File: src/rtl/ee371_pkg.sv
// Shared definitions for the input conditioning path: debounce state
// encoding and an elaboration-time ceil(log2) helper.
package ee371_pkg;

  typedef enum logic [1:0] {
    STABLE_LO = 2'd0,
    PEND_HI   = 2'd1,
    STABLE_HI = 2'd2,
    PEND_LO   = 2'd3
  } db_state_t;

  function automatic int clog2(input int value);
    int r;
    r = 0;
    while ((1 << r) < value) r++;
    return r;
  endfunction

endpackage

File: src/rtl/debounce_channel.sv
// One debounced input: two-flop synchronizer, four-state qualification FSM
// with a stability counter, and registered edge pulses.
module debounce_channel
  import ee371_pkg::*;
#(
  parameter int STABLE_CYCLES = 4,
  localparam int CNT_W = clog2(STABLE_CYCLES) + 1
) (
  input  logic clk,
  input  logic rst,
  input  logic raw,
  output logic level,
  output logic rise,
  output logic fall
);

  localparam logic [CNT_W-1:0] CNT_LAST = CNT_W'(STABLE_CYCLES - 1);
  localparam logic [CNT_W-1:0] CNT_ONE  = CNT_W'(1);

  logic             s1;
  logic             s2;
  db_state_t        state;
  logic [CNT_W-1:0] cnt;

  always_ff @(posedge clk or posedge rst) begin
    if (rst) begin
      s1    <= 1'b0;
      s2    <= 1'b0;
      state <= STABLE_LO;
      cnt   <= '0;
      level <= 1'b0;
      rise  <= 1'b0;
      fall  <= 1'b0;
    end else begin
      s1   <= raw;
      s2   <= s1;
      rise <= 1'b0;
      fall <= 1'b0;
      // The sample that opens a pending state already counts as the first.
      case (state)
        STABLE_LO: begin
          if (s2) begin
            state <= PEND_HI;
            cnt   <= CNT_ONE;
          end
        end
        PEND_HI: begin
          if (!s2) begin
            state <= STABLE_LO;
            cnt   <= '0;
          end else if (cnt == CNT_LAST) begin
            state <= STABLE_HI;
            level <= 1'b1;
            rise  <= 1'b1;
            cnt   <= '0;
          end else begin
            cnt <= cnt + CNT_ONE;
          end
        end
        STABLE_HI: begin
          if (!s2) begin
            state <= PEND_LO;
            cnt   <= CNT_ONE;
          end
        end
        PEND_LO: begin
          if (s2) begin
            state <= STABLE_HI;
            cnt   <= '0;
          end else if (cnt == CNT_LAST) begin
            state <= STABLE_LO;
            level <= 1'b0;
            fall  <= 1'b1;
            cnt   <= '0;
          end else begin
            cnt <= cnt + CNT_ONE;
          end
        end
        default: begin
          state <= STABLE_LO;
          cnt   <= '0;
        end
      endcase
    end
  end

endmodule

File: src/rtl/input_conditioner.sv
// Bank of independent debounced switch/key inputs feeding Main's input bus:
// clean levels plus single-cycle rise/fall pulses per channel.
module input_conditioner #(
  parameter int WIDTH         = 4,
  parameter int STABLE_CYCLES = 4
) (
  input  logic             clk,
  input  logic             rst,
  input  logic [WIDTH-1:0] raw_in,
  output logic [WIDTH-1:0] level_out,
  output logic [WIDTH-1:0] rise_pulse,
  output logic [WIDTH-1:0] fall_pulse
);

  for (genvar i = 0; i < WIDTH; i++) begin : g_chan
    debounce_channel #(
      .STABLE_CYCLES(STABLE_CYCLES)
    ) u_chan (
      .clk  (clk),
      .rst  (rst),
      .raw  (raw_in[i]),
      .level(level_out[i]),
      .rise (rise_pulse[i]),
      .fall (fall_pulse[i])
    );
  end

endmodule

File: config.mk
export PLATFORM = sky130hd
export DESIGN_NAME = input_conditioner
export DESIGN_NICKNAME = d
export VERILOG_FILES = /design/src/rtl/ee371_pkg.sv /design/src/rtl/debounce_channel.sv /design/src/rtl/input_conditioner.sv
export SDC_FILE = /design/constraint.sdc
export NUM_CORES = 1
export LEC_CHECK = 0
export ABC_AREA = 1
export CAP_MARGIN = 15
export CELL_PAD_IN_SITES_DETAIL_PLACEMENT = 0
export CELL_PAD_IN_SITES_GLOBAL_PLACEMENT = 1
export CORE_MARGIN = 1
export CORE_UTILIZATION = 45
export DETAILED_ROUTE_END_ITERATION = 8
export MAX_ROUTING_LAYER = met4
export PLACE_DENSITY_LB_ADDON = 0.08
export SYNTH_ARGS = -nofsm -noshare
export SYNTH_HDL_FRONTEND = slang
export SYNTH_SLANG_ARGS = --single-unit
File: constraint.sdc
create_clock -name clk -period 2.15 [get_ports clk]
set_input_delay 0.645 -clock clk [delete_from_list [all_inputs] [get_ports clk]]
set_output_delay 0.645 -clock clk [all_outputs]
set_load 0.005 [all_outputs]
# Yosys cells after proc, flatten, opt, wreduce, memory -nomap -nowiden
# Index checks and enable logic that the tools add are counted.
[classes]
muxes = 92
n_eq_ne = 48
n_addsub = 4
reduce_logical = 20
[ops]
columns = ["cell", "n"]
rows = [
  ["2-to-1 mux 3 bit", 20],
  ["2-to-1 mux 2 bit", 24],
  ["case mux 3 bit (4 select lines)", 4],
  ["2-to-1 mux 1 bit", 36],
  ["inequality test 2 x 1 -> 1 bit, second input constant", 16],
  ["case mux 2 bit (4 select lines)", 4],
  ["AND reduction 5 bit", 4],
  ["equality test 2 bit, second input constant", 8],
  ["inequality test 2 bit, second input constant", 8],
  ["AND reduction 4 bit", 4],
  ["adder 3 x 1 -> 3 bit, second input constant", 4],
  ["equality test 3 x 2 -> 1 bit, second input constant", 4],
  ["inequality test 3 x 1 -> 1 bit, second input constant", 4],
  ["inequality test 3 bit, second input constant", 4],
  ["equality test 2 x 1 -> 1 bit, second input constant", 4],
  ["logical NOT 2 bit", 4],
  ["case mux 1 bit (2 select lines)", 4],
  ["AND reduction 2 bit", 4],
  ["nonzero test 2 bit", 4],
]
[totals]
output_inout_bits = 12
wordCells = 192
ff_bits = 40

# Logic depth before layout (Yosys ltp)
[depth]
ltp_word = 4
ltp_mapped = 7
mapped_depth_nobuf = 7

# Hierarchy
# A second synthesis with hierarchy kept.
[hier_totals]
hier_cells = 212
hier_area_um2 = 1826.8
[modules_own_cells]
columns = ["module", "cells_per_inst", "area_each_um2", "seq_area_each_um2", "instances"]
rows = [
  ["debounce_channel", 53, 456.7, 250.2, 4],
]

# Worst setup path after synthesis
# No wires, ideal clock.
[synth_timing]
kind = "flip-flop to output port"
start = "register g_chan[0].u_chan.level"
end = "output port level_out[0]"
t_arrival_ps = 478
required_ps = 1505
stages_incl_launch_ff = 2
setup_slack_ps = 1027
n_path_buf = 1
path_cell_list = "dfrtp_1 -> buf_4"
[synth_lines]
columns = ["element", "line", "rtl"]
rows = [
  ["from (decl)", "debounce_channel.sv:12", "output logic level,"],
  ["from (signal assigned)", "debounce_channel.sv:31", "level <= 1'b0;"],
  ["from (signal assigned)", "debounce_channel.sv:53", "level <= 1'b1;"],
  ["from (signal assigned)", "debounce_channel.sv:72", "level <= 1'b0;"],
  ["to (decl)", "input_conditioner.sv:10", "output logic [WIDTH-1:0] level_out,"],
]
# No word-level cell between the ends.

# Final worst setup path
[layout_timing]
start = "register g_chan[3].u_chan.level"
end = "output port level_out[3]"
[layout_lines]
columns = ["element", "line"]
rows = [
  ["from (decl)", "debounce_channel.sv:12"],
  ["from (signal assigned)", "debounce_channel.sv:31"],
  ["from (signal assigned)", "debounce_channel.sv:53"],
  ["from (signal assigned)", "debounce_channel.sv:72"],
]
# No word-level cell between the ends.

==> results.sh <==
export IMPL_status="completed"
export IMPL_vias=1274
export IMPL_cts_root_buf="clkbuf_8"
export IMPL_ys_top_cells_by_area="dfrtp_1 55%, nand2_1 11%, inv_1 6.4%, buf_4 4.9%, nand3_1 3.8%"
export IMPL_initialDrtViolationCount=69
export IMPL_hold_path_depth=0
export IMPL_maxSlewViolCount=0
export IMPL_worst_pin_slew_ps=497
export IMPL_hp_class="flip-flop to flip-flop"
export IMPL_syn_nets=220
export IMPL_crit_family="buffers and inverters"
export IMPL_fin_total_pwr_w=0.00229
export IMPL_netlist_area_leader_share_pct=54.9
export IMPL_cp_slowest_cell="clkdlybuf4s50_1"
export IMPL_power_density_mw_per_mm2=1110
export IMPL_synth_cells=210
export IMPL_avgSynthCellArea_um2=8.69
export IMPL_ff2ff_path_depth=7
export IMPL_worstReg2RegStart="g_chan[3].u_chan.cnt[0]$_DFFE_PP0P_"
export IMPL_fillers=330
export IMPL_clkLatencyLatePin_ps=290
export IMPL_yosysSeqAreaShare_pct=54.9
export IMPL_grt_max_degree=41
export IMPL_leakage_nw=1.09
export IMPL_synth_ff_type="dfrtp_1"
export IMPL_cts_tree="built"
export IMPL_yosys_top_cells_count="53 x nand2_1, 40 x dfrtp_1, 31 x inv_1, 14 x nand3_1, 14 x nor2_1"
export IMPL_clockBufferDepth=2
export IMPL_synthDistinctLibCells=19
export IMPL_slew_headroom_pct=66.9
export IMPL_setup_viol=0
export IMPL_holdWs_ps=352
export IMPL_r2r_end="g_chan[3].u_chan.level$_DFFE_PP0P_"
export IMPL_rows=22
export IMPL_ctsResizeCount=0
export IMPL_async_flop_share_pct=100
export IMPL_ios=18
export IMPL_finalClockSkew_ps=2.39
export IMPL_final_area_mm2=0.00206
export IMPL_maxCapViolations=0
export IMPL_multi_input_area_um2=568
export IMPL_core_mm2=0.00377
export IMPL_fin_util_pct=54.7
export IMPL_grt_setup_unrepaired="false"
export IMPL_diodes=0
export IMPL_ant_nets=0
export IMPL_cts_sinks=40
export IMPL_dp_hpwl_mm=2.05
export IMPL_nNetsFinal=233
export IMPL_grt_pass1_vias=1235
export IMPL_htreeDepth=2
export IMPL_clk_pin_slew_ps=70
export IMPL_max_freq_ghz=0.557
export IMPL_port_buffers=17
export IMPL_critPathMaxFanout=2
export IMPL_post_route_period_util_pct=83.4
export IMPL_path_buf_inv=1
export IMPL_track_usage_pct=16.6
export IMPL_critPathArrivalTime_ps=1150
export IMPL_seqCellArea_mm2=0.00100
export IMPL_synth_area_leader_cell="dfrtp_1"
export IMPL_layout_drive_gt1_share_pct=14.3
export IMPL_worstHoldStart="g_chan[2].u_chan.s1$_DFF_PP0_"
export IMPL_yosysWarningCount=0
export IMPL_drc_errors=0
export IMPL_synth_seq_cells=40
export IMPL_required_ps=1500
export IMPL_die_width_um=65.7
export IMPL_wire_per_inst_um=10.4
export IMPL_dpl_cell_area_mm2=0.00197
export IMPL_cts_hold_buf=0
export IMPL_dieArea_mm2=0.00431
export IMPL_globalplace_congestion=0.855
export IMPL_syn2layout_area_growth_pct=13.2
export IMPL_path_class="flip-flop to output pin"
export IMPL_antenna_found_initial=0
export IMPL_grt_pass1_wl_mm=5.02
export IMPL_initial_core_util_pct=48.4
export IMPL_die_h_um=65.7
export IMPL_regToRegSetupSlack_ps=1000
export IMPL_synth_area_mm2=0.00182
export IMPL_hold_viol_final=0
export IMPL_period_minus_slack_ps=1790
export IMPL_via_per_inst=4.68
export IMPL_max_stage_delay_ps=500
export IMPL_endpoint_kind="output pin"
export IMPL_cts_inserted_buffers=5
export IMPL_post_cts_buffers=0
export IMPL_path_cells="clkdlybuf4s50_1"
export IMPL_grt_overflow=0
export IMPL_synthMostInstantiatedCell="nand2_1"
export IMPL_min_to="g_chan[2].u_chan.s2$_DFF_PP0_"
export IMPL_fin_tns_setup_ps=0
export IMPL_totalWireLength_mm=2.83
export IMPL_peakVddDrop_uv=647
export IMPL_dr_pass1_iters=4
export IMPL_start_kind="flip-flop"
export IMPL_synth_edf_count=0
[cell type report]
type                       instances  share of cell area (%)
sequential                        40                    48.5
multi-input combinational        114                    27.5
timing repair buffer              18                    8.61
inverter                          44                    8.00
clock buffer                       6                    4.00
tap                               48                    2.91
clock inverter                     2                   0.485
[cell families after synthesis]
kind of cell             after synthesis  share of synthesized area [%]
AO/OA/AOI/OAI                          8                           2.19
adder cells (fa/ha/maj)                4                           2.74
AND/OR/NAND/NOR                      102                           26.2
flip-flops                            40                           54.9
buffers and inverters                 56                           14.0
[layer usage]
metal  share of wire (%)  vias to the layer above  track usage (%)  wire [um]
met5                   0                        -                -          0
met1                  45                      588             17.8       1270
met3                 4.3                        5             5.73        123
met4                 1.4                        0             8.15         40
li1                    -                      657                -          -
met2                  49                       24             27.2       1400
[worst max path at each step]
stage / start / to / slack (ps) / cells after the start
after global placement: g_chan[2].u_chan.fall$_DFF_PP0_ / fall_pulse[2] / 680 / 1
after detailed placement: rst / g_chan[0].u_chan.fall$_DFF_PP0_ / 660 / 3
after CTS: g_chan[3].u_chan.level$_DFFE_PP0P_ / level_out[3] / 340 / 1
after global routing: g_chan[3].u_chan.level$_DFFE_PP0P_ / level_out[3] / 320 / 1
after floorplan: rst / async pin / 590 / 1
final: g_chan[3].u_chan.level$_DFFE_PP0P_ / level_out[3] / 360 / 1
[layout by cell type, fill, tap and decap left out, drive strengths merged]
cell and n:
a21oi 2, buf 1, clkbuf 6, clkdlybuf4s50 17, clkinv 3, dfrtp 40, ha 4, inv 43
nand2 56, nand3 16, nand3b 2, nand4 8, nor2 20, o21ai 6
[sequential cells by signal, summed over array words and instances, names as in the netlist, named ones only]
| signal | cells |
|---|---|
| g_chan.u_chan.cnt | 12 |
| g_chan.u_chan.fall | 4 |
| g_chan.u_chan.level | 4 |
| g_chan.u_chan.rise | 4 |
| g_chan.u_chan.s1 | 4 |
| g_chan.u_chan.s2 | 4 |
| g_chan.u_chan.state | 4 |
[where the power goes]
group | total [W] | internal [W] | switching (W)
logic | 0.000668 | 0.000288 | 0.000380
registers | 0.00111 | 0.000943 | 0.000170
clock network | 0.000509 | 0.000256 | 0.000253
[through the flow]
stage          cells  setup slack, ps
2_1_floorplan    210              587
6_report         272              356
3_3_place_gp     264              684
4_1_cts          272              336
3_5_place_dp     264              660
5_1_grt          272              321
(Power assumes the default switching activity.)
